==> config.mk <==
export PLATFORM = sky130hd
export DESIGN_NAME = axil_axi_id_tracker_flat
export DESIGN_NICKNAME = d
export VERILOG_FILES = /design/src/rtl/axil_axi_id_tracker_pkg.sv /design/src/rtl/axil_axi_id_tracker_if.sv /design/src/rtl/axil_axi_id_tracker_fifo.sv /design/src/rtl/axil_axi_id_tracker.sv /design/src/flat_wrapper.sv
export SDC_FILE = /design/constraint.sdc
export NUM_CORES = 1
export LEC_CHECK = 0
export CELL_PAD_IN_SITES_DETAIL_PLACEMENT = 1
export CELL_PAD_IN_SITES_GLOBAL_PLACEMENT = 2
export CORE_UTILIZATION = 41
export DETAILED_ROUTE_END_ITERATION = 8
export DONT_BUFFER_PORTS = 1
export PLACE_DENSITY = 0.78
export SETUP_SLACK_MARGIN = 0.15
export SLEW_MARGIN = 20
export SYNTH_ARGS = -nofsm -noshare
export SYNTH_HDL_FRONTEND = slang
export SYNTH_SLANG_ARGS = --single-unit
==> constraint.sdc <==
create_clock -name clk -period 2.2 [get_ports clk]
set_input_delay 0.44 -clock clk [delete_from_list [all_inputs] [get_ports clk]]
set_output_delay 0.44 -clock clk [all_outputs]
set_load 0.1 [all_outputs]
==> src/rtl/axil_axi_id_tracker_pkg.sv <==
// Shared constants and helpers for the AXI4 -> AXI-Lite ID tracker.
// Covers occupancy/pointer width derivation and the FIFO depth legality rule.
package axi_id_tracker_pkg;

    localparam int MIN_FIFO_DEPTH     = 2;
    localparam int MAX_FIFO_DEPTH     = 64;
    localparam int DEFAULT_FIFO_DEPTH = 4;

    // Pointers carry one extra wrap bit above the slot index.
    function automatic int cnt_width(input int depth);
        return $clog2(depth) + 1;
    endfunction

    // Index of the wrap bit inside a pointer.
    function automatic int ptr_msb(input int depth);
        return cnt_width(depth) - 1;
    endfunction

    // The MSB-wrap full/empty scheme needs a power-of-two depth.
    function automatic bit fifo_depth_legal(input int depth);
        return (depth >= MIN_FIFO_DEPTH) && (depth <= MAX_FIFO_DEPTH) &&
               ((depth & (depth - 1)) == 0);
    endfunction

endpackage

==> src/rtl/axil_axi_id_tracker_if.sv <==
// Bus bundle for the ID tracker: AXI4 master side (s_axi_*) and
// AXI-Lite slave side (m_axil_*). The tracker uses the slave modport;
// whatever drives the master and the Lite slave uses the master modport.
interface axil_axi_id_tracker_if #(
    parameter int AXI_ID_WIDTH = 8
);
    logic [AXI_ID_WIDTH-1:0] s_axi_awid;
    logic                    s_axi_awvalid;
    logic                    s_axi_awready;
    logic                    m_axil_awvalid;
    logic                    m_axil_awready;

    logic [AXI_ID_WIDTH-1:0] s_axi_arid;
    logic                    s_axi_arvalid;
    logic                    s_axi_arready;
    logic                    m_axil_arvalid;
    logic                    m_axil_arready;

    logic                    m_axil_bvalid;
    logic                    m_axil_bready;
    logic                    s_axi_bvalid;
    logic                    s_axi_bready;
    logic [AXI_ID_WIDTH-1:0] s_axi_bid;

    logic                    m_axil_rvalid;
    logic                    m_axil_rready;
    logic                    s_axi_rvalid;
    logic                    s_axi_rready;
    logic [AXI_ID_WIDTH-1:0] s_axi_rid;
    logic                    s_axi_rlast;

    modport slave (
        input  s_axi_awid, s_axi_awvalid, m_axil_awready,
        input  s_axi_arid, s_axi_arvalid, m_axil_arready,
        input  m_axil_bvalid, s_axi_bready,
        input  m_axil_rvalid, s_axi_rready,
        output s_axi_awready, m_axil_awvalid,
        output s_axi_arready, m_axil_arvalid,
        output m_axil_bready, s_axi_bvalid, s_axi_bid,
        output m_axil_rready, s_axi_rvalid, s_axi_rid, s_axi_rlast
    );

    modport master (
        output s_axi_awid, s_axi_awvalid, m_axil_awready,
        output s_axi_arid, s_axi_arvalid, m_axil_arready,
        output m_axil_bvalid, s_axi_bready,
        output m_axil_rvalid, s_axi_rready,
        input  s_axi_awready, m_axil_awvalid,
        input  s_axi_arready, m_axil_arvalid,
        input  m_axil_bready, s_axi_bvalid, s_axi_bid,
        input  m_axil_rready, s_axi_rvalid, s_axi_rid, s_axi_rlast
    );
endinterface

==> src/rtl/axil_axi_id_tracker_fifo.sv <==
// Register FIFO holding outstanding transaction IDs.
// Pointers are one bit wider than the slot index; the extra MSB tracks wrap.
// Head reads as zero while empty; storage is not reset.
module axi_id_fifo
    import axi_id_tracker_pkg::*;
#(
    parameter  int WIDTH     = 8,
    parameter  int DEPTH     = DEFAULT_FIFO_DEPTH,
    localparam int CNT_WIDTH = cnt_width(DEPTH),
    localparam int PTR_MSB   = ptr_msb(DEPTH)
) (
    input  logic                 clk,
    input  logic                 rst,
    input  logic                 push,
    input  logic [WIDTH-1:0]     push_data,
    input  logic                 pop,
    output logic [WIDTH-1:0]     head,
    output logic                 full,
    output logic                 empty,
    output logic [CNT_WIDTH-1:0] count
);

    if (!fifo_depth_legal(DEPTH)) begin : g_depth_check
        $error("axi_id_fifo: DEPTH must be a power of two in 2..64");
    end

    logic [WIDTH-1:0]     mem [DEPTH];
    logic [CNT_WIDTH-1:0] wr_ptr;
    logic [CNT_WIDTH-1:0] rd_ptr;
    logic [PTR_MSB-1:0]   wr_idx;
    logic [PTR_MSB-1:0]   rd_idx;

    assign wr_idx = wr_ptr[PTR_MSB-1:0];
    assign rd_idx = rd_ptr[PTR_MSB-1:0];

    assign empty = (wr_ptr == rd_ptr);
    assign full  = (wr_ptr[PTR_MSB] != rd_ptr[PTR_MSB]) && (wr_idx == rd_idx);
    assign count = wr_ptr - rd_ptr;
    assign head  = empty ? '0 : mem[rd_idx];

    // Capture the pushed ID into its slot; contents need no reset.
    always_ff @(posedge clk) begin
        if (push) begin
            mem[wr_idx] <= push_data;
        end
    end

    // Advance write/read pointers on push/pop.
    always_ff @(posedge clk or negedge rst) begin
        if (!rst) begin
            wr_ptr <= '0;
            rd_ptr <= '0;
        end else begin
            if (push) begin
                wr_ptr <= wr_ptr + 1'b1;
            end
            if (pop) begin
                rd_ptr <= rd_ptr + 1'b1;
            end
        end
    end

endmodule

==> src/rtl/axil_axi_id_tracker.sv <==
// AXI4 -> AXI-Lite ID adapter. Remembers AWID/ARID per outstanding
// transaction in two independent FIFOs and returns them on B/R in order.
// Address acceptance stalls while a FIFO is full; responses stall while
// the matching FIFO is empty (no bypass of a same-cycle push).
// Optional: define AXIL_AXI_ID_TRACKER_ERR_EN to build sticky orphan-response
// detection; otherwise err_b_orphan/err_r_orphan are tied low.
module axil_axi_id_tracker
    import axi_id_tracker_pkg::*;
#(
    parameter  int AXI_ID_WIDTH = 8,
    parameter  int FIFO_DEPTH   = DEFAULT_FIFO_DEPTH,
    localparam int CNT_WIDTH    = cnt_width(FIFO_DEPTH)
) (
    input  logic                      clk,
    input  logic                      rst,
    axil_axi_id_tracker_if.slave      bus,
    output logic [CNT_WIDTH-1:0]      aw_outstanding,
    output logic [CNT_WIDTH-1:0]      ar_outstanding,
    output logic                      err_b_orphan,
    output logic                      err_r_orphan
);

    logic aw_full;
    logic aw_empty;
    logic ar_full;
    logic ar_empty;
    logic aw_push;
    logic b_pop;
    logic ar_push;
    logic r_pop;

    // Write address / response gating.
    assign bus.s_axi_awready  = bus.m_axil_awready & ~aw_full;
    assign bus.m_axil_awvalid = bus.s_axi_awvalid  & ~aw_full;
    assign bus.m_axil_bready  = bus.s_axi_bready   & ~aw_empty;
    assign bus.s_axi_bvalid   = bus.m_axil_bvalid  & ~aw_empty;

    // Read address / response gating; AXI-Lite reads are always single-beat.
    assign bus.s_axi_arready  = bus.m_axil_arready & ~ar_full;
    assign bus.m_axil_arvalid = bus.s_axi_arvalid  & ~ar_full;
    assign bus.m_axil_rready  = bus.s_axi_rready   & ~ar_empty;
    assign bus.s_axi_rvalid   = bus.m_axil_rvalid  & ~ar_empty;
    assign bus.s_axi_rlast    = bus.s_axi_rvalid;

    assign aw_push = bus.s_axi_awvalid & bus.s_axi_awready;
    assign b_pop   = bus.s_axi_bvalid  & bus.s_axi_bready;
    assign ar_push = bus.s_axi_arvalid & bus.s_axi_arready;
    assign r_pop   = bus.s_axi_rvalid  & bus.s_axi_rready;

    axi_id_fifo #(
        .WIDTH (AXI_ID_WIDTH),
        .DEPTH (FIFO_DEPTH)
    ) u_aw_fifo (
        .clk       (clk),
        .rst       (rst),
        .push      (aw_push),
        .push_data (bus.s_axi_awid),
        .pop       (b_pop),
        .head      (bus.s_axi_bid),
        .full      (aw_full),
        .empty     (aw_empty),
        .count     (aw_outstanding)
    );

    axi_id_fifo #(
        .WIDTH (AXI_ID_WIDTH),
        .DEPTH (FIFO_DEPTH)
    ) u_ar_fifo (
        .clk       (clk),
        .rst       (rst),
        .push      (ar_push),
        .push_data (bus.s_axi_arid),
        .pop       (r_pop),
        .head      (bus.s_axi_rid),
        .full      (ar_full),
        .empty     (ar_empty),
        .count     (ar_outstanding)
    );

`ifdef AXIL_AXI_ID_TRACKER_ERR_EN
    // A response against an empty FIFO for one cycle is the normal
    // no-bypass stall; only a second consecutive cycle counts as orphan.
    logic b_orphan_now;
    logic r_orphan_now;
    logic b_orphan_prev;
    logic r_orphan_prev;

    assign b_orphan_now = bus.m_axil_bvalid & aw_empty;
    assign r_orphan_now = bus.m_axil_rvalid & ar_empty;

    // Remember last cycle's orphan condition and latch sticky error flags.
    always_ff @(posedge clk or negedge rst) begin
        if (!rst) begin
            b_orphan_prev <= 1'b0;
            r_orphan_prev <= 1'b0;
            err_b_orphan  <= 1'b0;
            err_r_orphan  <= 1'b0;
        end else begin
            b_orphan_prev <= b_orphan_now;
            r_orphan_prev <= r_orphan_now;
            if (b_orphan_now && b_orphan_prev) begin
                err_b_orphan <= 1'b1;
            end
            if (r_orphan_now && r_orphan_prev) begin
                err_r_orphan <= 1'b1;
            end
        end
    end
`else
    assign err_b_orphan = 1'b0;
    assign err_r_orphan = 1'b0;
`endif

endmodule
==> src/flat_wrapper.sv <==
// flat-port wrapper written by rule: the top's interface ports become plain ports
module axil_axi_id_tracker_flat import axi_id_tracker_pkg::*;
#(
    parameter  int AXI_ID_WIDTH = 8,
    parameter  int FIFO_DEPTH   = DEFAULT_FIFO_DEPTH,
    localparam int CNT_WIDTH    = cnt_width(FIFO_DEPTH)
)
  (clk, rst, aw_outstanding, ar_outstanding, err_b_orphan, err_r_orphan, bus_s_axi_awid, bus_s_axi_awvalid, bus_m_axil_awready, bus_s_axi_arid, bus_s_axi_arvalid, bus_m_axil_arready, bus_m_axil_bvalid, bus_s_axi_bready, bus_m_axil_rvalid, bus_s_axi_rready, bus_s_axi_awready, bus_m_axil_awvalid, bus_s_axi_arready, bus_m_axil_arvalid, bus_m_axil_bready, bus_s_axi_bvalid, bus_s_axi_bid, bus_m_axil_rready, bus_s_axi_rvalid, bus_s_axi_rid, bus_s_axi_rlast);
  axil_axi_id_tracker_if #(.AXI_ID_WIDTH(AXI_ID_WIDTH)) bus_i ();
  input  logic clk;
  input  logic rst;
  output logic [CNT_WIDTH-1:0] aw_outstanding;
  output logic [CNT_WIDTH-1:0] ar_outstanding;
  output logic err_b_orphan;
  output logic err_r_orphan;
  input wire logic [$bits(bus_i.s_axi_awid)-1:0] bus_s_axi_awid;
  input wire logic [$bits(bus_i.s_axi_awvalid)-1:0] bus_s_axi_awvalid;
  input wire logic [$bits(bus_i.m_axil_awready)-1:0] bus_m_axil_awready;
  input wire logic [$bits(bus_i.s_axi_arid)-1:0] bus_s_axi_arid;
  input wire logic [$bits(bus_i.s_axi_arvalid)-1:0] bus_s_axi_arvalid;
  input wire logic [$bits(bus_i.m_axil_arready)-1:0] bus_m_axil_arready;
  input wire logic [$bits(bus_i.m_axil_bvalid)-1:0] bus_m_axil_bvalid;
  input wire logic [$bits(bus_i.s_axi_bready)-1:0] bus_s_axi_bready;
  input wire logic [$bits(bus_i.m_axil_rvalid)-1:0] bus_m_axil_rvalid;
  input wire logic [$bits(bus_i.s_axi_rready)-1:0] bus_s_axi_rready;
  output wire logic [$bits(bus_i.s_axi_awready)-1:0] bus_s_axi_awready;
  output wire logic [$bits(bus_i.m_axil_awvalid)-1:0] bus_m_axil_awvalid;
  output wire logic [$bits(bus_i.s_axi_arready)-1:0] bus_s_axi_arready;
  output wire logic [$bits(bus_i.m_axil_arvalid)-1:0] bus_m_axil_arvalid;
  output wire logic [$bits(bus_i.m_axil_bready)-1:0] bus_m_axil_bready;
  output wire logic [$bits(bus_i.s_axi_bvalid)-1:0] bus_s_axi_bvalid;
  output wire logic [$bits(bus_i.s_axi_bid)-1:0] bus_s_axi_bid;
  output wire logic [$bits(bus_i.m_axil_rready)-1:0] bus_m_axil_rready;
  output wire logic [$bits(bus_i.s_axi_rvalid)-1:0] bus_s_axi_rvalid;
  output wire logic [$bits(bus_i.s_axi_rid)-1:0] bus_s_axi_rid;
  output wire logic [$bits(bus_i.s_axi_rlast)-1:0] bus_s_axi_rlast;
  assign bus_i.s_axi_awid = bus_s_axi_awid;
  assign bus_i.s_axi_awvalid = bus_s_axi_awvalid;
  assign bus_i.m_axil_awready = bus_m_axil_awready;
  assign bus_i.s_axi_arid = bus_s_axi_arid;
  assign bus_i.s_axi_arvalid = bus_s_axi_arvalid;
  assign bus_i.m_axil_arready = bus_m_axil_arready;
  assign bus_i.m_axil_bvalid = bus_m_axil_bvalid;
  assign bus_i.s_axi_bready = bus_s_axi_bready;
  assign bus_i.m_axil_rvalid = bus_m_axil_rvalid;
  assign bus_i.s_axi_rready = bus_s_axi_rready;
  assign bus_s_axi_awready = bus_i.s_axi_awready;
  assign bus_m_axil_awvalid = bus_i.m_axil_awvalid;
  assign bus_s_axi_arready = bus_i.s_axi_arready;
  assign bus_m_axil_arvalid = bus_i.m_axil_arvalid;
  assign bus_m_axil_bready = bus_i.m_axil_bready;
  assign bus_s_axi_bvalid = bus_i.s_axi_bvalid;
  assign bus_s_axi_bid = bus_i.s_axi_bid;
  assign bus_m_axil_rready = bus_i.m_axil_rready;
  assign bus_s_axi_rvalid = bus_i.s_axi_rvalid;
  assign bus_s_axi_rid = bus_i.s_axi_rid;
  assign bus_s_axi_rlast = bus_i.s_axi_rlast;
  axil_axi_id_tracker #(.AXI_ID_WIDTH(AXI_ID_WIDTH), .FIFO_DEPTH(FIFO_DEPTH)) u_core (.clk(clk), .rst(rst), .bus(bus_i), .aw_outstanding(aw_outstanding), .ar_outstanding(ar_outstanding), .err_b_orphan(err_b_orphan), .err_r_orphan(err_r_orphan));
endmodule
==> flow_metrics.py <==
metrics = {
    "outcome": {
        "outcome": "finished, violations left",
        "violations": "setup timing",
    },
    "setup_path": {
        "required_ns": 1.76,
        "crit_path_end_kind": "output port",
        "critPathMaxFanout": 8,
        "crit_start": "u_core.u_aw_fifo.rd_ptr[0]",
        "r2r_start": "u_core.u_aw_fifo.rd_ptr[0]",
        "critPathKind": "reg -> out",
        "critPathArrivalTime_ns": 1.84,
        "start_kind": "flip-flop",
    },
    "finish": {
        "area_growth_pct": 45.5,
        "most-common-layout-cells": "64 x edfxtp_1, 33 x buf_12, 29 x buf_4",
        "layout.nets": 316,
        "final_layout_size_suffix_gt1_frac": 0.609,
        "fin_util": 0.632,
        "n_antenna_cell": 0,
        "layout_commonest_cell": "edfxtp_1",
        "stdcell_area_um2": 4990,
    },
    "sta": {
        "relSlewSlack": 0.558,
        "period_share": 1.04,
        "fin_tns_setup_ns": -0.804,
        "hold_violations": 0,
        "report.final.slew_viol_count": 0,
        "worst_slack_ns": -0.0779,
        "clock_skew_ns": 0.00849,
        "setup_violations": 15,
        "max_freq_ghz": 0.439,
        "period_minus_slack_ns": 2.28,
        "worstMarginPinSlew_ns": 0.661,
        "rsz0062_at_grt": "yes",
    },
    "clock_network": {
        "clkSinkCount": 76,
        "root_buffer": "clkbuf_8",
        "path_clk_slew_ns": 0.09,
        "cts_tree": "yes",
        "h-tree-depth": 3,
        "max-clock-path-buffers": 2,
        "cts_made_buffers": 9,
        "clock_latency_ns": 0.34,
    },
    "route": {
        "wl_um": 8200,
        "drc": 0,
        "vias": 1982,
        "ant_nets": 0,
        "post_drt_wl_per_cell_um": 21.5,
        "first_iter_violations": 47,
        "drt_first_pass_iters": 4,
        "avgViaCountPerCell": 5.20,
    },
    "synthesis": {
        "synth_compound_area_frac": 0.0248,
        "synth_edf_count": 64,
        "syn_inst": 204,
        "synth.distinct_cells": 29,
        "muxShareOfSynthArea": 0.127,
        "synthFlopType": "edfxtp_1",
        "ys_ff_latch": 76,
        "ys_seq_area_frac": 0.648,
        "syn_area_um2": 3430,
        "synth_top_family_by_area": "multiplexers",
        "synth_fa_ha_area_frac": 0.0628,
        "synthXorXnorAreaFrac": 0.0248,
        "ys_warn_count": 0,
        "avgSynthCellArea_um2": 16.8,
        "synthArstFlopShare": 0.158,
        "yosys.area_share.simple": 0.0861,
    },
    "placement": {
        "io_buffer_count": 0,
        "dp.final_hpwl_um": 5160,
        "dpl_worst_slack_ns": 0.0941,
        "placed_cell_area_um2": 4420,
        "place.gp.congestion": 0.791,
    },
    "floorplan": {
        "die_h_um": 93.4,
        "rows": 32,
        "start_util": 0.435,
        "core_um2": 7890,
        "die_w_um": 93.4,
        "die_area_um2": 8730,
        "pin_count": 59,
    },
    "run": {
        "drv_cap": 0,
    },
    "global_route": {
        "grt_max_degree": 16,
        "grt_use_total": 0.202,
        "overflow": 0,
        "grt_pass1_vias": 2261,
        "grt_first_pass_wirelength_um": 12600,
        "antenna_found_initial": 0,
    },
    "hold_path": {
        "hold_class": "in -> reg",
        "min_from": "bus_s_axi_awid[3]",
    },
}
## synth_stat cells, types with 2 or more instances
cell / number / area, um^2
mux2_2: 3 / 33.8
clkbuf_1: 2 / 7.51
dfrtp_1: 12 / 300
and2_1: 6 / 37.5
o21ai_0: 2 / 10.0
fa_1: 2 / 40.0
a21oi_1: 5 / 25.0
ha_1: 14 / 175
buf_2: 4 / 20.0
and2_2: 5 / 37.5
xnor2_1: 4 / 35.0
nor2_1: 2 / 7.51
o211a_4: 2 / 35.0
nor2b_1: 24 / 150
buf_4: 3 / 22.5
mux2_4: 2 / 30.0
inv_1: 10 / 37.5
nand2_1: 8 / 30.0
xor2_1: 2 / 17.5
nand3_1: 4 / 20.0
edfxtp_1: 64 / 1920
xnor2_2: 2 / 32.5
mux4_2: 16 / 360
## worst max-delay path: stages, from the launching register on
cell	delay, ns
dfrtp_2	0.46
ha_4	0.25
and2_4	0.16
and2_4	0.15
buf_12	0.15
nor2b_4	0.14
buf_12	0.18
## final timing paths
path,endpoint,slack (ns),depth (start not counted)
max in group asynchronous,u_core.u_aw_fifo.wr_ptr[1],1.17,1
setup reg to reg,u_core.u_aw_fifo.mem[0][3],0.29,6
hold reg to reg,u_core.u_ar_fifo.wr_ptr[2],0.59,1
hold / removal,u_core.u_aw_fifo.mem[2][3],0.19,0
setup / recovery,bus_s_axi_bid[1],-0.08,6
min in group asynchronous,u_core.u_aw_fifo.rd_ptr[2],0.57,1
## stage by stage
step | cells | hold WS [ns]
floorplan | 205 | 0.144
global placement | 333 | 0.145
detailed placement | 333 | 0.145
CTS | 371 | 0.170
global route | 381 | 0.170
finish | 381 | 0.190
## cell type report
type	instances	area [um^2]
multi-input cells	111	1450
inverters	10	50.0
fillers	659	2900
well taps	102	128
clock inverters	7	82.6
clock buffers	9	124
repair buffers	66	926
flip-flops and latches	76	2230
## logic make-up (layout without fill, tap and decap cells)
family	after synthesis	after routing
compound gates	11	11
xor+xnor	8	8
fa+ha+maj	16	16
buf+inv	19	92
flops	76	76
mux	22	22
other cells	1	2
simple gates	51	52
## routing by layer
metal / track usage / vias to the layer above / part of all wire
met5: 0 / - / 0
met4: 0.0756 / 0 / 0.030
met3: 0.0504 / 21 / 0.056
met2: 0.371 / 63 / 0.56
met1: 0.225 / 1009 / 0.36
li1: - / 889 / -
## state kept, by name, summed over array words and instances (netlist names)
register	flops
u_core.u_ar_fifo.mem	32
u_core.u_aw_fifo.mem	32
u_core.u_ar_fifo.rd_ptr	3
u_core.u_ar_fifo.wr_ptr	3
u_core.u_aw_fifo.rd_ptr	3
u_core.u_aw_fifo.wr_ptr	3
## what timing repair did
action | CTS | global route
resized for setup | 23 | 10
buffers inserted | 20 | 10
endpoints found under the setup margin | 29 | 38
cloned | 1 | 0
pin swaps | 6 | 4
endpoints found under the hold margin | 12 | 0
hold buffers | 1 | 0
Power is left out: the tool's default activity adds up to more than one toggle a clock period on the data nets, which glitch-free logic cannot reach.
